## config.mk

```make
export PLATFORM = sky130hd
export DESIGN_NAME = datapath
export DESIGN_NICKNAME = d
export VERILOG_FILES = /design/src/rtl/datapath.sv
export SDC_FILE = /design/constraint.sdc
export NUM_CORES = 1
export LEC_CHECK = 0
export ABC_AREA = 1
export BUFFER_PORTS_ARGS = -buffer_cell sky130_fd_sc_hd__buf_4
export CAP_MARGIN = 20
export CORE_ASPECT_RATIO = 0.8
export CORE_MARGIN = 3
export CORE_UTILIZATION = 60
export CTS_BUF_LIST = sky130_fd_sc_hd__clkbuf_4 sky130_fd_sc_hd__clkbuf_8
export CTS_CLUSTER_DIAMETER = 150
export CTS_CLUSTER_SIZE = 8
export DETAILED_ROUTE_END_ITERATION = 16
export GPL_TIMING_DRIVEN = 0
export PLACE_DENSITY = 0.85
export SETUP_SLACK_MARGIN = 0.1
export SYNTH_ARGS = -nofsm -noshare
export SYNTH_HDL_FRONTEND = slang
export SYNTH_SLANG_ARGS = --single-unit
```

## constraint.sdc

```tcl
create_clock -name clk -period 7.4 [get_ports clk]
set_input_delay 0.37 -clock clk [delete_from_list [all_inputs] [get_ports clk]]
set_output_delay 0.37 -clock clk [all_outputs]
set_load 0.05 [all_outputs]
```

## src/rtl/datapath.sv

```systemverilog
// Register-file datapath: 8x16 register file, A/B operand registers, shifter, ALU, C and status registers.
// Optional macro REGFILE_BYPASS_EN forwards the value being written to a same-index combinational read.
module datapath #(
  parameter int DATA_W = 16
) (
  input  logic              clk,
  input  logic              reset,
  input  logic [DATA_W-1:0] mdata,
  input  logic [DATA_W-1:0] sximm8,
  input  logic [DATA_W-1:0] sximm5,
  input  logic [7:0]        PC,
  input  logic [1:0]        vsel,
  input  logic [2:0]        writenum,
  input  logic              write,
  input  logic [2:0]        readnum,
  input  logic              loada,
  input  logic              loadb,
  input  logic              asel,
  input  logic              bsel,
  input  logic [1:0]        shift,
  input  logic [1:0]        ALUop,
  input  logic              loadc,
  input  logic              loads,
  output logic [DATA_W-1:0] datapath_out,
  output logic              Z_out,
  output logic              N_out,
  output logic              V_out
);

  function automatic logic signed [DATA_W-1:0] shift_f(
    input logic signed [DATA_W-1:0] b,
    input logic [1:0]               op
  );
    logic signed [DATA_W-1:0] r;
    r = b;
    case (op)
      2'b01:   r = b <<< 1;
      2'b10:   r = $signed({1'b0, b[DATA_W-1:1]});
      2'b11:   r = b >>> 1;
      default: r = b;
    endcase
    return r;
  endfunction

  // Returns {overflow, result}; overflow only meaningful for add/sub.
  function automatic logic [DATA_W:0] alu_f(
    input logic signed [DATA_W-1:0] a,
    input logic signed [DATA_W-1:0] b,
    input logic [1:0]               op
  );
    logic signed [DATA_W-1:0] r;
    logic                     v;
    r = '0;
    v = 1'b0;
    case (op)
      2'b00: begin
        r = a + b;
        v = (a[DATA_W-1] == b[DATA_W-1]) && (r[DATA_W-1] != a[DATA_W-1]);
      end
      2'b01: begin
        r = a - b;
        v = (a[DATA_W-1] != b[DATA_W-1]) && (r[DATA_W-1] != a[DATA_W-1]);
      end
      2'b10:   r = a & b;
      default: r = ~b;
    endcase
    return {v, r};
  endfunction

  logic        [DATA_W-1:0] rf_q [8];
  logic        [DATA_W-1:0] wb_data;
  logic        [DATA_W-1:0] data_out;
  logic signed [DATA_W-1:0] a_q, a_d;
  logic signed [DATA_W-1:0] b_q, b_d;
  logic signed [DATA_W-1:0] c_q, c_d;
  logic                     z_q, z_d, n_q, n_d, v_q, v_d;
  logic signed [DATA_W-1:0] ain, bin, sh_out;
  logic        [DATA_W:0]   alu_res;

  always_comb begin
    wb_data = c_q;
    case (vsel)
      2'b01:   wb_data = {{(DATA_W-8){1'b0}}, PC};
      2'b10:   wb_data = sximm8;
      2'b11:   wb_data = mdata;
      default: wb_data = c_q;
    endcase
  end

`ifdef REGFILE_BYPASS_EN
  assign data_out = (write && (readnum == writenum)) ? wb_data : rf_q[readnum];
`else
  assign data_out = rf_q[readnum];
`endif

  always_ff @(posedge clk) begin
    if (reset) begin
      for (int i = 0; i < 8; i++) rf_q[i] <= '0;
    end else if (write) begin
      rf_q[writenum] <= wb_data;
    end
  end

  // Operand stage: A/B capture the register-file read
  assign a_d = loada ? $signed(data_out) : a_q;
  assign b_d = loadb ? $signed(data_out) : b_q;

  always_ff @(posedge clk) begin
    if (reset) begin
      a_q <= '0;
      b_q <= '0;
    end else begin
      a_q <= a_d;
      b_q <= b_d;
    end
  end

  // Execute stage: shifter, operand muxes, ALU into C and status
  assign sh_out  = shift_f(b_q, shift);
  assign ain     = asel ? '0 : a_q;
  assign bin     = bsel ? $signed(sximm5) : sh_out;
  assign alu_res = alu_f(ain, bin, ALUop);

  assign c_d = loadc ? $signed(alu_res[DATA_W-1:0]) : c_q;
  assign z_d = loads ? (alu_res[DATA_W-1:0] == '0) : z_q;
  assign n_d = loads ? alu_res[DATA_W-1] : n_q;
  assign v_d = loads ? alu_res[DATA_W] : v_q;

  always_ff @(posedge clk) begin
    if (reset) begin
      c_q <= '0;
      z_q <= 1'b0;
      n_q <= 1'b0;
      v_q <= 1'b0;
    end else begin
      c_q <= c_d;
      z_q <= z_d;
      n_q <= n_d;
      v_q <= v_d;
    end
  end

  assign datapath_out = c_q;
  assign Z_out        = z_q;
  assign N_out        = n_q;
  assign V_out        = v_q;

endmodule

```

==> impl_metrics.toml, run 1 <==
[global_routing]
antenna_found_initial = 0
grt-ovfl-total = 0
grt_usage_pct = 34.25
grt_pass1_wl_um = 51770
grt_max_degree = 18
grt_pass1_vias = 9578

[worst_setup_path]
critPathCaptureType = "flop"
regToRegSetupSlack_ns = 4.10
startpoint_type = "input port"
critPathMaxStageDelay_ns = 0.56
path_delay_family = "simple AND/OR/NAND/NOR gates"
crit_path_frequent_cell = "nand2_1"
critPathRequiredTime_ns = 7.82
arrival_ns = 3.75
crit_type = "in -> reg"
cp_slowest_cell = "clkbuf_1"
cp_max_fo = 10
crit_chain = "buf_4, clkbuf_1, nand2_1, nand2_1, inv_1, fa_1, inv_1, nand2_1, nand2_1, nand3_1, nand2_1, nand2_1, nand2_1, nand2_1, nand3_1, nand4_1, a21oi_1, nand3_1, a21oi_2"
cp_num_buf_inv = 4

[finish]
area_growth_pct = 12.79
drive_gt1_share_pct = 11.44
diodes = 0
utilization_pct = 69.27
finalNetCount = 1619

[detailed_routing]
vias = 10550
initialDrtViolationCount = 1502
ant_nets = 0
drt-total-wl_um = 34060
drc_errors = 0
wl_per_cell_um = 19.51
routed_via_density = 6.041
drt_first_pass_iters = 5

[yosys]
netlist_instances = 1393
synth_edf_count = 128
synthTopCellsByArea = "edfxtp_1 36%, nand2_1 11%, dfxtp_1 9.5%"
synth-seq-cells = 179
ys_warn_count = 0
syn_area_per_cell_sq_um = 7.685
synth_async_sr_flop_share_pct = 0
synth_top_area_share_pct = 35.90
seq_area_frac_synth_pct = 45.44
synth_fp_nets = 1504
synth_top_cell_by_area = "edfxtp_1"
synth_area_sq_um = 10710
synth_top_flop_cell = "edfxtp_1"
synthDistinctLibCells = 43

[clocking]
clock-sinks = 179
post_cts_resized = 0
clockBufferDepth = 2
cts_hold_buf = 0
cts_tree = "yes"
clk_pin_slew_ns = 0.11
cts_buffers = 17
root_buffer = "clkbuf_8"
cts-htree-levels = 4
cts_setup_buffers = 0
clkLatencyLatePin_ns = 0.48

[power]
ir_drop_mv = 0.1311
powerDensity_nw_per_um2 = 195.6
leakage_nw = 5.737

[floorplan]
start_util_pct = 61.41
die_h_um = 125.5
fp.dieArea_sq_um = 19490
rows = 43
core_region_area_sq_um = 17430
pin_count = 96
die_w_um = 155.3

[sta]
worstMarginPinSlew_ns = 1.385
setup_tns_ns = 0
finalWorstSetupSlack_ns = 4.064
finClkSkew_ns = 0.02085
final_max_slew_viol_count = 0
period_share_pct = 45.08
fin_crit_ns = 3.336
report.final.hold_viol_count = 0
max_freq_ghz = 0.2998
relSlewSlack_pct = 7.684
rsz0062_at_grt = "false"
setup_viol = 0

[job]
maxCapViolations = 0

[placed_design]
portBuffers = 91
dp_worst_setup_slack_ns = 3.820
place.gp.congestion = 0.9773
hpwl_um = 26150

[status]
outcome = "complete, no violations"

[hold_path]
hp-class = "in -> reg"
-- registers in the layout, summed over array words and instances, names as in the netlist --
| name | cells |
|---|---|
| datapath_out | 16 |
| Z_out | 1 |
| b_q | 16 |
| a_q | 16 |
| N_out | 1 |
| V_out | 1 |
| rf_q | 128 |
-- Yosys cell counts (8+ instances only) --
master    count
o221ai_1     21
edfxtp_1    128
mux2i_1      16
nand4_1      11
clkbuf_1     35
nor2_2       13
o32ai_1      16
clkinv_1      8
o21ai_0     118
a22o_1        8
inv_1       189
nor2_1      200
a221oi_1      8
nand3_1      89
nand2_1     304
ha_1         32
dfxtp_1      51
buf_2        13
a21oi_1      75
-- placed cells by master, fill, tap and decap left out, types with 17 or more instances in the layout --
| cell | Yosys | final |
|---|---|---|
| a21oi_1 | 75 | 75 |
| buf_2 | 13 | 17 |
| buf_4 | 1 | 92 |
| clkbuf_1 | 35 | 35 |
| clkbuf_8 | 0 | 17 |
| dfxtp_1 | 51 | 51 |
| edfxtp_1 | 128 | 128 |
| ha_1 | 32 | 32 |
| inv_1 | 189 | 189 |
| nand2_1 | 304 | 304 |
| nand3_1 | 89 | 89 |
| nor2_1 | 200 | 200 |
| o21ai_0 | 118 | 118 |
| o221ai_1 | 21 | 21 |
-- worst paths after layout --
check,to,cells past startpoint,start
worst max register to register,Z_out$_SDFFE_PP0P_,20,b_q[1]$_SDFFE_PP0P_
worst min register to register,V_out$_SDFFE_PP0P_,2,V_out$_SDFFE_PP0P_
worst max-delay path,Z_out$_SDFFE_PP0P_,19,bsel
worst min-delay path,Z_out$_SDFFE_PP0P_,2,reset
-- metrics by stage --
stage | area, sq um | cells | hold WS (ns) | power, mW
3_5_place_dp | 11690 | 1712 | 0.4729 | 1.700
2_1_floorplan | 10710 | 1393 | 0.4324 | 1.506
6_report | 12070 | 1746 | 0.08253 | 2.362
4_1_cts | 12060 | 1744 | 0.06981 | 2.331
5_1_grt | 12070 | 1746 | 0.07905 | 2.438
3_3_place_gp | 11670 | 1709 | 0.4704 | 1.685
-- layout make-up --
class | count | area [sq um]
Clock buffer | 17 | 234.0
Inverter | 200 | 753.2
Fill cell | 1454 | 5358
Multi-Input combinational cell | 955 | 4807
Clock inverter | 15 | 145.1
Sequential cell | 179 | 4865
Tap cell | 225 | 281.5
Buffer | 59 | 280.3
Timing Repair Buffer | 96 | 708.2
-- kinds of logic (layout without fill, tap and decap cells) --
family                     after synthesis  count (layout)  synth area share (%)
xor gates and xnor gates                 2               2                0.1637
muxes                                   16              16                 1.496
buffers and inverters                  259             387                 9.654
and+or+nand+nor                        632             632                 24.14
AOI/OAI and AO/OA                      271             271                 15.00
DFF                                    179             179                 45.44
adders and majority gates               34              34                 4.114
-- metal layers --
| metal | vias to the layer above | track usage (%) | part of all wire [%] |
|---|---|---|---|
| li1 | 4850 | - | - |
| met1 | 4878 | 52.49 | 41 |
| met2 | 754 | 47.15 | 41 |
| met3 | 66 | 11.14 | 16 |
| met4 | 0 | 8.132 | 2.2 |
| met5 | - | 0 | 0 |
-- power by group --
part / total [mW] / internal (mW) / switching (mW)
logic: 0.544 / 0.164 / 0.380
registers: 1.16 / 1.13 / 0.0293
clock network: 0.661 / 0.275 / 0.386
total: 2.36 / 1.57 / 0.795
Power figures use the tool's default switching activity.
==> run 2, diff against run 1 <==
- ABC_AREA: 1 -> 0
- CORE_UTILIZATION: 60 -> 56
- PLACE_DENSITY: 0.85 -> 0.84
- clock period: 7.4 -> 3.05 ns (I/O delays scaled with it)
==> run 2 against run 1 <==
Die area rose by 3.5%. Total power rose by 140%. Register-to-register slack got worse by 4.5 ns. Global-route usage decreased by 3.7 points. Routed wire length down 8.8%. The flow now finishes with violations (negative setup slack). First-iteration DRC count shrank 19%. Synthesized cell count fell by 29%. Sequential power rose by 140%.
==> impl_metrics.toml, run 2 <==
[power]
powerDensity_nw_per_um2 = 461.5
total_power_mw = 5.783
ir_drop_mv = 0.3404
leakage_nw = 4.858

[placed_design]
portBuffers = 89
hpwl_um = 22720
place.gp.congestion = 1.023
postPlaceCellArea_sq_um = 11380

[detailed_routing]
initialDrtViolationCount = 1210
drt-total-wl_um = 31060
wl_per_cell_um = 22.52
drc_errors = 0
drt_first_pass_iters = 7
routed_via_density = 6.503
ant_nets = 0
vias = 8967

[global_routing]
grt_pass1_wl_um = 46370
grt_usage_pct = 30.52
grt_pass1_vias = 8340
grt-ovfl-total = 0
antenna_found_initial = 1
grt_max_degree = 17

[yosys]
synth_edf_count = 128
synthTopCellsByCount = "199 x nor2_1, 128 x edfxtp_1, 65 x nand2_1"
synth_area_sq_um = 10360
ys_warn_count = 0
synth_fp_nets = 1102
seq_area_frac_synth_pct = 46.96
synth_async_sr_flop_share_pct = 0
synth_top_area_share_pct = 37.10
synth.most_common_cell = "nor2_1"
synthDistinctLibCells = 71
synthTopCellsByArea = "edfxtp_1 37%, dfxtp_1 9.9%, nor2_1 7.2%"
synth_top_cell_by_area = "edfxtp_1"
synth-seq-cells = 179
synth_top_flop_cell = "edfxtp_1"
netlist_instances = 991
syn_area_per_cell_sq_um = 10.45

[sta]
period_share_pct = 112.6
rsz0062_at_grt = "true"
relSlewSlack_pct = 27.18
finClkSkew_ns = 0.01660
finalWorstSetupSlack_ns = -0.3837
fin_crit_ns = 3.434
setup_viol = 9
max_freq_ghz = 0.2912
report.final.hold_viol_count = 0
worstMarginPinSlew_ns = 1.092
final_max_slew_viol_count = 0

[finish]
final_area_sq_um = 12530
finalNetCount = 1252
final_cell_mix = "196 x nor2_1, 128 x edfxtp_1, 124 x buf_4, 64 x nand2_1, 47 x mux2i_1"
layout_commonest_cell = "nor2_1"
fillers = 1266
top_register = "rf_q"
area_growth_pct = 20.95
diodes = 0
largest_reg_flops = 128
drive_gt1_share_pct = 28.16

[clocking]
cts-htree-levels = 4
clk_pin_slew_ns = 0.10
cts_buffers = 17
root_buffer = "clkbuf_8"
cts_tree = "yes"
clockBufferDepth = 2
clkLatencyLatePin_ns = 0.46
clock-sinks = 179

[floorplan]
die_h_um = 127.7
die_w_um = 158.1
pin_count = 96
rows = 43
fp.dieArea_sq_um = 20180
start_util_pct = 58.35
core_region_area_sq_um = 17750

[worst_setup_path]
critPathCaptureType = "flop"
critPathRequiredTime_ns = 3.44
cp_max_fo = 3
crit_type = "reg -> reg"
startpoint_type = "flop"
arrival_ns = 3.82

[status]
failed_checks = "negative setup slack"
outcome = "finished, violations left"

[hold_path]
hp-class = "in -> reg"

[job]
maxCapViolations = 0
run 2: final timing paths:
check | startpoint | endpoint | slack [ns] | cells after the start
worst min register to register | Z_out$_SDFFE_PP0P_ | Z_out$_SDFFE_PP0P_ | 0.47 | 2
worst max-delay path | b_q[0]$_SDFFE_PP0P_ | Z_out$_SDFFE_PP0P_ | -0.38 | 15
worst min-delay path | loads | Z_out$_SDFFE_PP0P_ | 0.08 | 4
worst max register to register | b_q[0]$_SDFFE_PP0P_ | Z_out$_SDFFE_PP0P_ | -0.38 | 15
run 2: where the power goes:
part / switching (mW) / internal, mW / total (mW) / leakage [nW]
registers: 0.0748 / 2.74 / 2.81 / 1.74
clock network: 0.882 / 0.620 / 1.50 / 0.191
logic: 0.874 / 0.596 / 1.47 / 2.93
total: 1.83 / 3.95 / 5.78 / 4.86
run 2: final cells by class:
cell class | instances | area [sq um] | area share (%)
inverter | 35 | 131.4 | 1.048
clock inverter | 13 | 93.84 | 0.7489
multi-input combinational | 710 | 5559 | 44.36
clock buffer | 19 | 261.5 | 2.087
buffer | 67 | 319.1 | 2.546
sequential | 179 | 4875 | 38.90
tap | 225 | 281.5 | 2.247
timing repair buffer | 131 | 1010 | 8.058
run 2: layer usage:
metal	global-route usage [%]	vias up	wire, um
met5	0	-	13
met4	9.611	2	841
met3	6.851	82	4155
met2	43.63	646	13340
met1	46.64	4295	12710
li1	-	3942	-
run 2: per-stage QoR:
step	worst slack (ns)	hold WS, ns	cells	setup TNS (ns)	utilization [%]
finish	-0.3837	0.08088	1379	-1.641	70.58
global placement	-0.9881	0.4638	1305	-3.719	64.09
global route	-0.4619	0.07032	1379	-2.770	70.58
floorplan	0.09692	0.3040	991	0	-
CTS	-0.2616	0.05153	1371	-1.188	69.14
detailed placement	-1.000	0.4562	1305	-4.643	64.09
run 2: cells by family after synthesis:
family | count (synthesis) | share of synthesized area (%)
fa+ha+maj | 34 | 4.251
mux | 109 | 14.73
flops | 179 | 46.96
xor+xnor | 6 | 0.5072
simple gates | 374 | 16.20
compound gates | 187 | 13.35
buf+inv | 102 | 4.010
run 2: timing repair:
item,CTS,global route
hold buffers,3,0
endpoints found under the hold margin,4,0
gates resized for setup,61,39
pin swaps,46,26
setup buffers,31,8
endpoints found under the setup margin,12,13
run 2: worst max-delay path: stages (launching register included):
cell and delay, ns:
dfxtp_2 0.36, nor3b_4 0.21, o31a_1 0.19, ha_2 0.20, inv_1 0.06, fa_2 0.34, buf_4 0.14, mux2i_1 0.25
xnor2_1 0.17, nand2_1 0.12, a221o_1 0.37, a2111oi_2 0.21, nand4b_1 0.27, nor4_4 0.25, nand4_1 0.12, o21ai_1 0.09
